[src/rtl/fifo_burst_reader.sv]
// Drains a valid/ready FIFO into a single burst buffer and replays it as framed bursts (last/len).
// Define FIFO_BURST_READER_TIMEOUT_EN to flush a partial burst after TIMEOUT idle cycles.
module fifo_burst_reader #(
    parameter int WIDTH     = 8,
    parameter int BURST_LEN = 4,
    parameter int TIMEOUT   = 16,
    localparam int CW       = $clog2(BURST_LEN + 1)
) (
    input  logic             clk,
    input  logic             reset,
    input  logic [WIDTH-1:0] data_in,
    input  logic             data_in_val,
    output logic             data_in_rdy,
    output logic [WIDTH-1:0] data_out,
    output logic             data_out_val,
    input  logic             data_out_rdy,
    output logic             data_out_last,
    output logic [CW-1:0]    data_out_len
);
    localparam int IW = $clog2(BURST_LEN);

    typedef enum logic {COLLECT = 1'b0, SEND = 1'b1} state_t;

    state_t                          state, state_nxt;
    logic [BURST_LEN-1:0][WIDTH-1:0] buf_q;
    logic [CW-1:0]                   wr_cnt, len;
    logic [IW-1:0]                   rd_idx;
    logic                            accept, fire, full_accept, timeout_hit, is_last;

    assign accept      = data_in_val && data_in_rdy;
    assign fire        = data_out_val && data_out_rdy;
    assign full_accept = accept && (wr_cnt == CW'(BURST_LEN - 1));
    assign is_last     = (CW'(rd_idx) == len - CW'(1));

`ifdef FIFO_BURST_READER_TIMEOUT_EN
    localparam int TW = $clog2(TIMEOUT + 1);
    logic [TW-1:0] idle_cnt;

    // An accept on the expiry cycle wins, so the flush is qualified with !accept.
    assign timeout_hit = (state == COLLECT) && (wr_cnt != '0) && !accept &&
                         (idle_cnt == TW'(TIMEOUT - 1));

    always_ff @(posedge clk) begin
        if (reset || state != COLLECT || wr_cnt == '0 || accept || timeout_hit)
            idle_cnt <= '0;
        else
            idle_cnt <= idle_cnt + TW'(1);
    end
`else
    // Without the idle counter TIMEOUT has no effect.
    logic unused_timeout;
    assign unused_timeout = (TIMEOUT > 0);
    assign timeout_hit    = 1'b0;
`endif

    always_ff @(posedge clk) begin
        if (reset) state <= COLLECT;
        else       state <= state_nxt;
    end

    always_comb begin
        state_nxt = state;
        unique case (state)
            COLLECT: if (full_accept || timeout_hit) state_nxt = SEND;
            SEND:    if (fire && is_last)            state_nxt = COLLECT;
            default: state_nxt = COLLECT;
        endcase
    end

    // Outputs depend only on registered state, so there is no data_out_rdy -> data_in_rdy path.
    always_comb begin
        data_in_rdy   = 1'b0;
        data_out_val  = 1'b0;
        data_out      = '0;
        data_out_last = 1'b0;
        data_out_len  = '0;
        if (!reset) begin
            unique case (state)
                COLLECT: data_in_rdy = 1'b1;
                SEND: begin
                    data_out_val  = 1'b1;
                    data_out      = buf_q[rd_idx];
                    data_out_last = is_last;
                    data_out_len  = len;
                end
                default: ;
            endcase
        end
    end

    always_ff @(posedge clk) begin
        if (reset) begin
            wr_cnt <= '0;
            rd_idx <= '0;
            len    <= '0;
        end else begin
            if (accept) wr_cnt <= wr_cnt + CW'(1);
            if (full_accept) begin
                len    <= CW'(BURST_LEN);
                rd_idx <= '0;
            end else if (timeout_hit) begin
                len    <= wr_cnt;
                rd_idx <= '0;
            end
            // rd_idx returns to 0 on the final beat so it stays within [0, len-1].
            if (fire) begin
                if (is_last) begin
                    wr_cnt <= '0;
                    rd_idx <= '0;
                end else begin
                    rd_idx <= rd_idx + IW'(1);
                end
            end
        end
    end

    always_ff @(posedge clk) begin
        if (accept) buf_q[wr_cnt[IW-1:0]] <= data_in;
    end

endmodule
[config.mk]
export PLATFORM = sky130hd
export DESIGN_NAME = fifo_burst_reader
export DESIGN_NICKNAME = d
export VERILOG_FILES = /design/src/rtl/fifo_burst_reader.sv
export SDC_FILE = /design/constraint.sdc
export NUM_CORES = 1
export LEC_CHECK = 0
export CORE_MARGIN = 5
export CORE_UTILIZATION = 52
export CTS_CLUSTER_SIZE = 24
export DETAILED_ROUTE_END_ITERATION = 8
export GPL_ROUTABILITY_DRIVEN = 0
export PLACE_DENSITY = 0.77
export SYNTH_ARGS = -nofsm -noshare
export SYNTH_HDL_FRONTEND = slang
export SYNTH_SLANG_ARGS = --single-unit
export TNS_END_PERCENT = 20
[constraint.sdc]
create_clock -name clk -period 2.1 [get_ports clk]
set_input_delay 0.42 -clock clk [delete_from_list [all_inputs] [get_ports clk]]
set_output_delay 0.42 -clock clk [all_outputs]
set_load 0.005 [all_outputs]
==> results of run 1 <==
[flip-flops by register name, indices dropped and copies added (netlist names)]
name,flops
buf_q,32
wr_cnt,3
rd_idx,2
len,1
state,1
[final timing paths]
check            start          end  cells after the start
min             len[2]       len[2]                      2
max          rd_idx[0]  data_out[4]                      5
max reg2reg  rd_idx[0]    rd_idx[0]                      7
min reg2reg     len[2]       len[2]                      2
[repair_timing]
action	CTS	global route
gates resized for setup	22	17
endpoints found under the hold margin	0	0
buffers inserted	3	0
endpoints found under the setup margin	11	8
[stage by stage]
stage | cell area [µm²] | std cells | setup TNS [ps] | util | setup WS, ps
after floorplan | 1650 | 102 | 0 | - | 462
after global placement | 2060 | 174 | -1040 | 0.673 | -131
after detailed placement | 2060 | 174 | -1290 | 0.673 | -148
after CTS | 2150 | 185 | -213 | 0.705 | -72.8
after global routing | 2140 | 185 | -103 | 0.701 | -37.8
final | 2140 | 185 | 0 | 0.701 | 31.6
[cells in the final DEF, fill, tap and decap left out, types with 3 or more instances in the layout]
| cell | count |
|---|---|
| sky130_fd_sc_hd__clkdlybuf4s50_1 | 12 |
| sky130_fd_sc_hd__and2_1 | 4 |
| sky130_fd_sc_hd__edfxtp_1 | 32 |
| sky130_fd_sc_hd__dfxtp_1 | 6 |
| sky130_fd_sc_hd__buf_12 | 6 |
| sky130_fd_sc_hd__buf_6 | 4 |
| sky130_fd_sc_hd__dlygate4sd2_1 | 3 |
| sky130_fd_sc_hd__mux4_2 | 8 |
| sky130_fd_sc_hd__nor2b_4 | 3 |
| sky130_fd_sc_hd__nand3_1 | 3 |
| sky130_fd_sc_hd__inv_1 | 5 |
| sky130_fd_sc_hd__buf_4 | 4 |
| sky130_fd_sc_hd__ha_1 | 6 |
| sky130_fd_sc_hd__clkbuf_4 | 5 |
| sky130_fd_sc_hd__nor2b_1 | 6 |
| sky130_fd_sc_hd__clkbuf_2 | 8 |
| sky130_fd_sc_hd__nor2_1 | 5 |
[cell type report]
| cell class | count | share of cell area |
|---|---|---|
| clock buffer | 7 | 0.0257 |
| clock inverter | 1 | 0.00234 |
| inverter | 5 | 0.00877 |
| multi-input combinational | 52 | 0.244 |
| sequential | 39 | 0.515 |
| tap | 44 | 0.0257 |
| timing repair buffer | 37 | 0.178 |
[power by group through the flow]
stage,combinational (W),sequential [W],clock [W]
final,0.0000866,0.000858,0.000388
after global routing,0.0000938,0.000860,0.000432
after floorplan,0.0000363,0.000874,0
after global placement,0.0000804,0.000874,0
after CTS,0.0000865,0.000858,0.000390
after detailed placement,0.0000850,0.000876,0
[cells by family after synthesis]
family	Yosys count	synth area share
DFF	39	0.671
muxes	10	0.122
AOI/OAI and AO/OA	5	0.0168
xor gates and xnor gates	1	0.00534
and+or+nand+nor	28	0.106
buffers and inverters	11	0.0313
other	1	0.00228
adders and majority gates	6	0.0457
[worst max-delay path, stage by stage, from the launching register on]
cell                       delay [ps]
sky130_fd_sc_hd__dfxtp_2          360
sky130_fd_sc_hd__buf_6            120
sky130_fd_sc_hd__buf_6            100
sky130_fd_sc_hd__mux4_2           480
sky130_fd_sc_hd__nor2b_1          140
sky130_fd_sc_hd__clkbuf_2         100
[metal layers]
| metal | vias up | track usage |
|---|---|---|
| li1 | 444 | - |
| met1 | 464 | 0.172 |
| met2 | 24 | 0.274 |
| met3 | 5 | 0.0510 |
| met4 | 0 | 0.0914 |
| met5 | - | 0 |
==> flow_summary.json, run 1 <==
{
  "rsz0062_at_grt": "true",
  "power.combinational.fraction": 0.065,
  "clk_root_buffer_cell": "sky130_fd_sc_hd__clkbuf_4",
  "synthToLayoutAreaGrowth_pct": 30.4,
  "drc_errors": 0,
  "power.internal_w": 0.00107,
  "fraction_of_power_consumed_by_sequential_logic": 0.644,
  "routed.top_layer": "met4",
  "antenna_found_initial": 0,
  "netlist_instances": 101,
  "die_w_um": 66.2,
  "final_setup_skew_ps": 12.1,
  "met1_length_um": 1160,
  "number_of_cts_inserted_buffers": 5,
  "synth_async_sr_flop_share": 0,
  "cts_hold_repair.buffers": 0,
  "slew_viols_final": 0,
  "synth.top_cells.by_area": "sky130_fd_sc_hd__edfxtp_1 (59%), sky130_fd_sc_hd__mux4_2 (11%), sky130_fd_sc_hd__dfxtp_1 (8.5%), sky130_fd_sc_hd__ha_1 (4.6%), sky130_fd_sc_hd__nor2b_1 (3.4%)",
  "fillers": 216,
  "worst-endpoint-arrival_ps": 1650,
  "final_hold_viol_count": 0,
  "route.final.wire_length_um": 2960,
  "count_of_warnings_emitted_by_yosys": 0,
  "grt_start_max_net_pins": 13,
  "vias": 937,
  "clock_insertion_delay_worst_skew_ps": 340,
  "numClockSinks": 39,
  "report.final.setup_viol": 0,
  "holdCritPathClass": "flop to flop",
  "die_area_um2": 4380,
  "global_route.usage.total": 0.160,
  "power.density_cell_area_nw_per_um2": 623,
  "multi_input_comb_area_um2": 523,
  "drtIter0Drc": 50,
  "number_of_storage_elements_in_the_synthesis_netlist": 39,
  "ir_worst_vdd_mv": 0.326,
  "routed_met3_length_um": 141,
  "route.detailed.wl_per_inst_um": 16.0,
  "synth_cell_types": 24,
  "whs_ps": 547,
  "worst_ep_required_time_ps": 1680,
  "h-tree-depth": 2,
  "maximum_fanout_along_the_worst_path": 4,
  "max_cap_viol_count": 0,
  "most_repeated_cell_in_the_gate_level_netlist_after_synthesis": "sky130_fd_sc_hd__edfxtp_1",
  "grt_pass1_wl_um": 4880,
  "top_level_ports": 26,
  "cp-start-kind": "flop",
  "ys_top_cells_by_count": "sky130_fd_sc_hd__edfxtp_1 (32), sky130_fd_sc_hd__nor2b_1 (9), sky130_fd_sc_hd__mux4_2 (8), sky130_fd_sc_hd__dfxtp_1 (7), sky130_fd_sc_hd__ha_1 (6)",
  "floorplan_die_height_um": 66.2,
  "detailed_place_hpwl_um": 2090,
  "cts_tree": "done",
  "max-clock-path-buffers": 2,
  "proportion_of_layout_cells_with_a_drive_suffix_above_1": 0.305,
  "clkTransAtPathRegs_ps": 110,
  "leakage_nw": 0.784,
  "seq_area_frac_synth": 0.671,
  "synth_largest_area_cell": "sky130_fd_sc_hd__edfxtp_1",
  "net-switching-power_w": 0.000267,
  "syn-mean-instance-area_um2": 16.3,
  "clock_power_share": 0.291,
  "io_buffers": 23,
  "n_antenna_cell": 0,
  "met2_length_um": 1590,
  "rows": 20,
  "drtAntennaViolNets": 0,
  "fin_crit_sh": 0.985,
  "syn-cell-area_um2": 1640,
  "route.detailed.vias_per_inst": 5.06,
  "cp-end-kind": "output pin",
  "synth_enable_flop_cells": 32,
  "total_power_w": 0.00133,
  "status": "complete, no violations",
  "nets": 158,
  "residual_overflow_from_global_routing": 0,
  "drt-pass1-iter-count": 4,
  "power_switching_share": 0.200,
  "core-area_um2": 3050,
  "vias_in_the_first_global_route": 1019,
  "fin_crit_ps": 2070,
  "maxClockFrequency_mhz": 483,
  "initial_utilization": 0.538,
  "top_reg_cell_synth": "sky130_fd_sc_hd__edfxtp_1",
  "worst-setup-path-type": "flop to output pin",
  "worst-r2r-setup-slack_ps": 550,
  "footprint_of_the_flip_flops_and_latches_um2": 1100,
  "synth_top_area_frac": 0.585
}
No activity file was read; power rests on OpenSTA's default activity.
==> inputs of run 2 (changes only) <==
- SLEW_MARGIN: not set -> 25
==> results of run 2 <==
The final DEF is identical to that of run 1; final timing and power are the same.
==> RTL edit (config.mk and constraints of run 1) <==
Change the parameter `WIDTH` from 8 to 12.
--- a/src/rtl/fifo_burst_reader.sv
+++ b/src/rtl/fifo_burst_reader.sv
@@ -1,7 +1,7 @@
 // Drains a valid/ready FIFO into a single burst buffer and replays it as framed bursts (last/len).
 // Define FIFO_BURST_READER_TIMEOUT_EN to flush a partial burst after TIMEOUT idle cycles.
 module fifo_burst_reader #(
-    parameter int WIDTH     = 8,
+    parameter int WIDTH     = 12,
     parameter int BURST_LEN = 4,
     parameter int TIMEOUT   = 16,
     localparam int CW       = $clog2(BURST_LEN + 1)
Ports: changed (resized data_in and data_out); port bits go from 26 to 34. No check against the original RTL was run, so the function may have changed too.
==> RTL edit against run 1 <==
The run now ends with negative setup slack left. Final cell count rose by 25%. Routed wire length rose by 36%. Via count rose by 31%. Utilization fell by 2.8 points. Fmax fell by 1.8%. Synthesized area rose by 39%. Power rose by 50%. Die area rose by 33%. Synthesized cell count rose by 25%. Sequential cell count rose by 16. Final area rose by 35%. Worst setup slack got worse by 37 ps. Largest power group unchanged.
==> RTL edit: results (changes against run 1) <==
[outcome]
status = finished, violations left  ; was finished, final reports clean
failed_checks = negative setup slack

[timing]
finalWorstSetupSlack_ps = -5.39  ; was 31.6 ps
clock_skew_ps = 6.85  ; was 12.1 ps
setup_viol = 1  ; was 0

[final_layout]
buffer_area_frac = 0.165  ; was 0.178
seq_area_frac = 0.548  ; was 0.515
drive_gt1_frac = 0.291  ; was 0.305
clk_share = 0.0390  ; was 0.0281
multi_input_cells = 60  ; was 52
multiInputGateArea_um2 = 632  ; was 523 um2
n_all_buffers = 51  ; was 37
largest_reg_flops = 48  ; was 32

[global_route]
grt_use_met1 = 0.166  ; was 0.172
grt_pass1_vias = 1382  ; was 1019
grt_pass1_wl_mm = 6.60  ; was 4.88 mm
grt_max_degree = 18  ; was 13

[setup_path]
worstPathMaxFanout = 5  ; was 4
max_stage_delay_ps = 520  ; was 480 ps

[route]
drtIter0Drc = 81  ; was 50
wl_met1_mm = 1.62  ; was 1.16 mm
vias = 1226  ; was 937
via_per_inst = 5.31  ; was 5.06
avgRoutedWirePerCell_um = 17.4  ; was 16.0 um
met3_length_um = 178  ; was 141 um

[power]
clk-power_mw = 0.676  ; was 0.388 mW
p_leak_nw = 1.05  ; was 0.784 nW
vdd_ir_drop_max_v = 0.000364  ; was 0.000326 V

[yosys]
ys_top_cells_by_area = edfxtp_1 (63%), mux4_2 (7.9%), dfxtp_1 (6.1%)  ; was edfxtp_1 (59%), mux4_2 (11%), dfxtp_1 (8.5%)
synth_edf_count = 48  ; was 32
synth_cells = 126  ; was 101
synth_seq_cells = 55  ; was 39

[placed_design]
dp_worst_setup_slack_ps = -177  ; was -148 ps
placed_cell_area_mm2 = 0.00275  ; was 0.00206 mm2
port_buffers = 31  ; was 23
place_inst = 219  ; was 174

[clock_network]
root_buffer = clkbuf_8  ; was clkbuf_4

## RTL edit: cells by family (layout without fill, tap and decap cells)
logic type / count (synthesis) / after routing / synth area share
other: 1 / 2 / 0.00164
AOI/OAI and AO/OA: 5 / 5 / 0.0121
and+or+nand+nor: 32 / 32 / 0.0877
adders and majority gates: 6 / 6 / 0.0329
buffers and inverters: 12 / 64 / 0.0351
DFF: 55 / 55 / 0.693
xor gates and xnor gates: 1 / 1 / 0.00384
muxes: 14 / 14 / 0.134
## RTL edit: final timing paths
path	cells after the start	from	to	slack (ps)
worst max-delay path	4	rd_idx[0]$_SDFFE_PP0P_	data_out[0]	-5
worst min-delay path	2	len[2]$_SDFFE_PP0P_	len[2]$_SDFFE_PP0P_	540
worst max register to register	6	rd_idx[0]$_SDFFE_PP0P_	rd_idx[0]$_SDFFE_PP0P_	620
worst min register to register	2	len[2]$_SDFFE_PP0P_	len[2]$_SDFFE_PP0P_	540
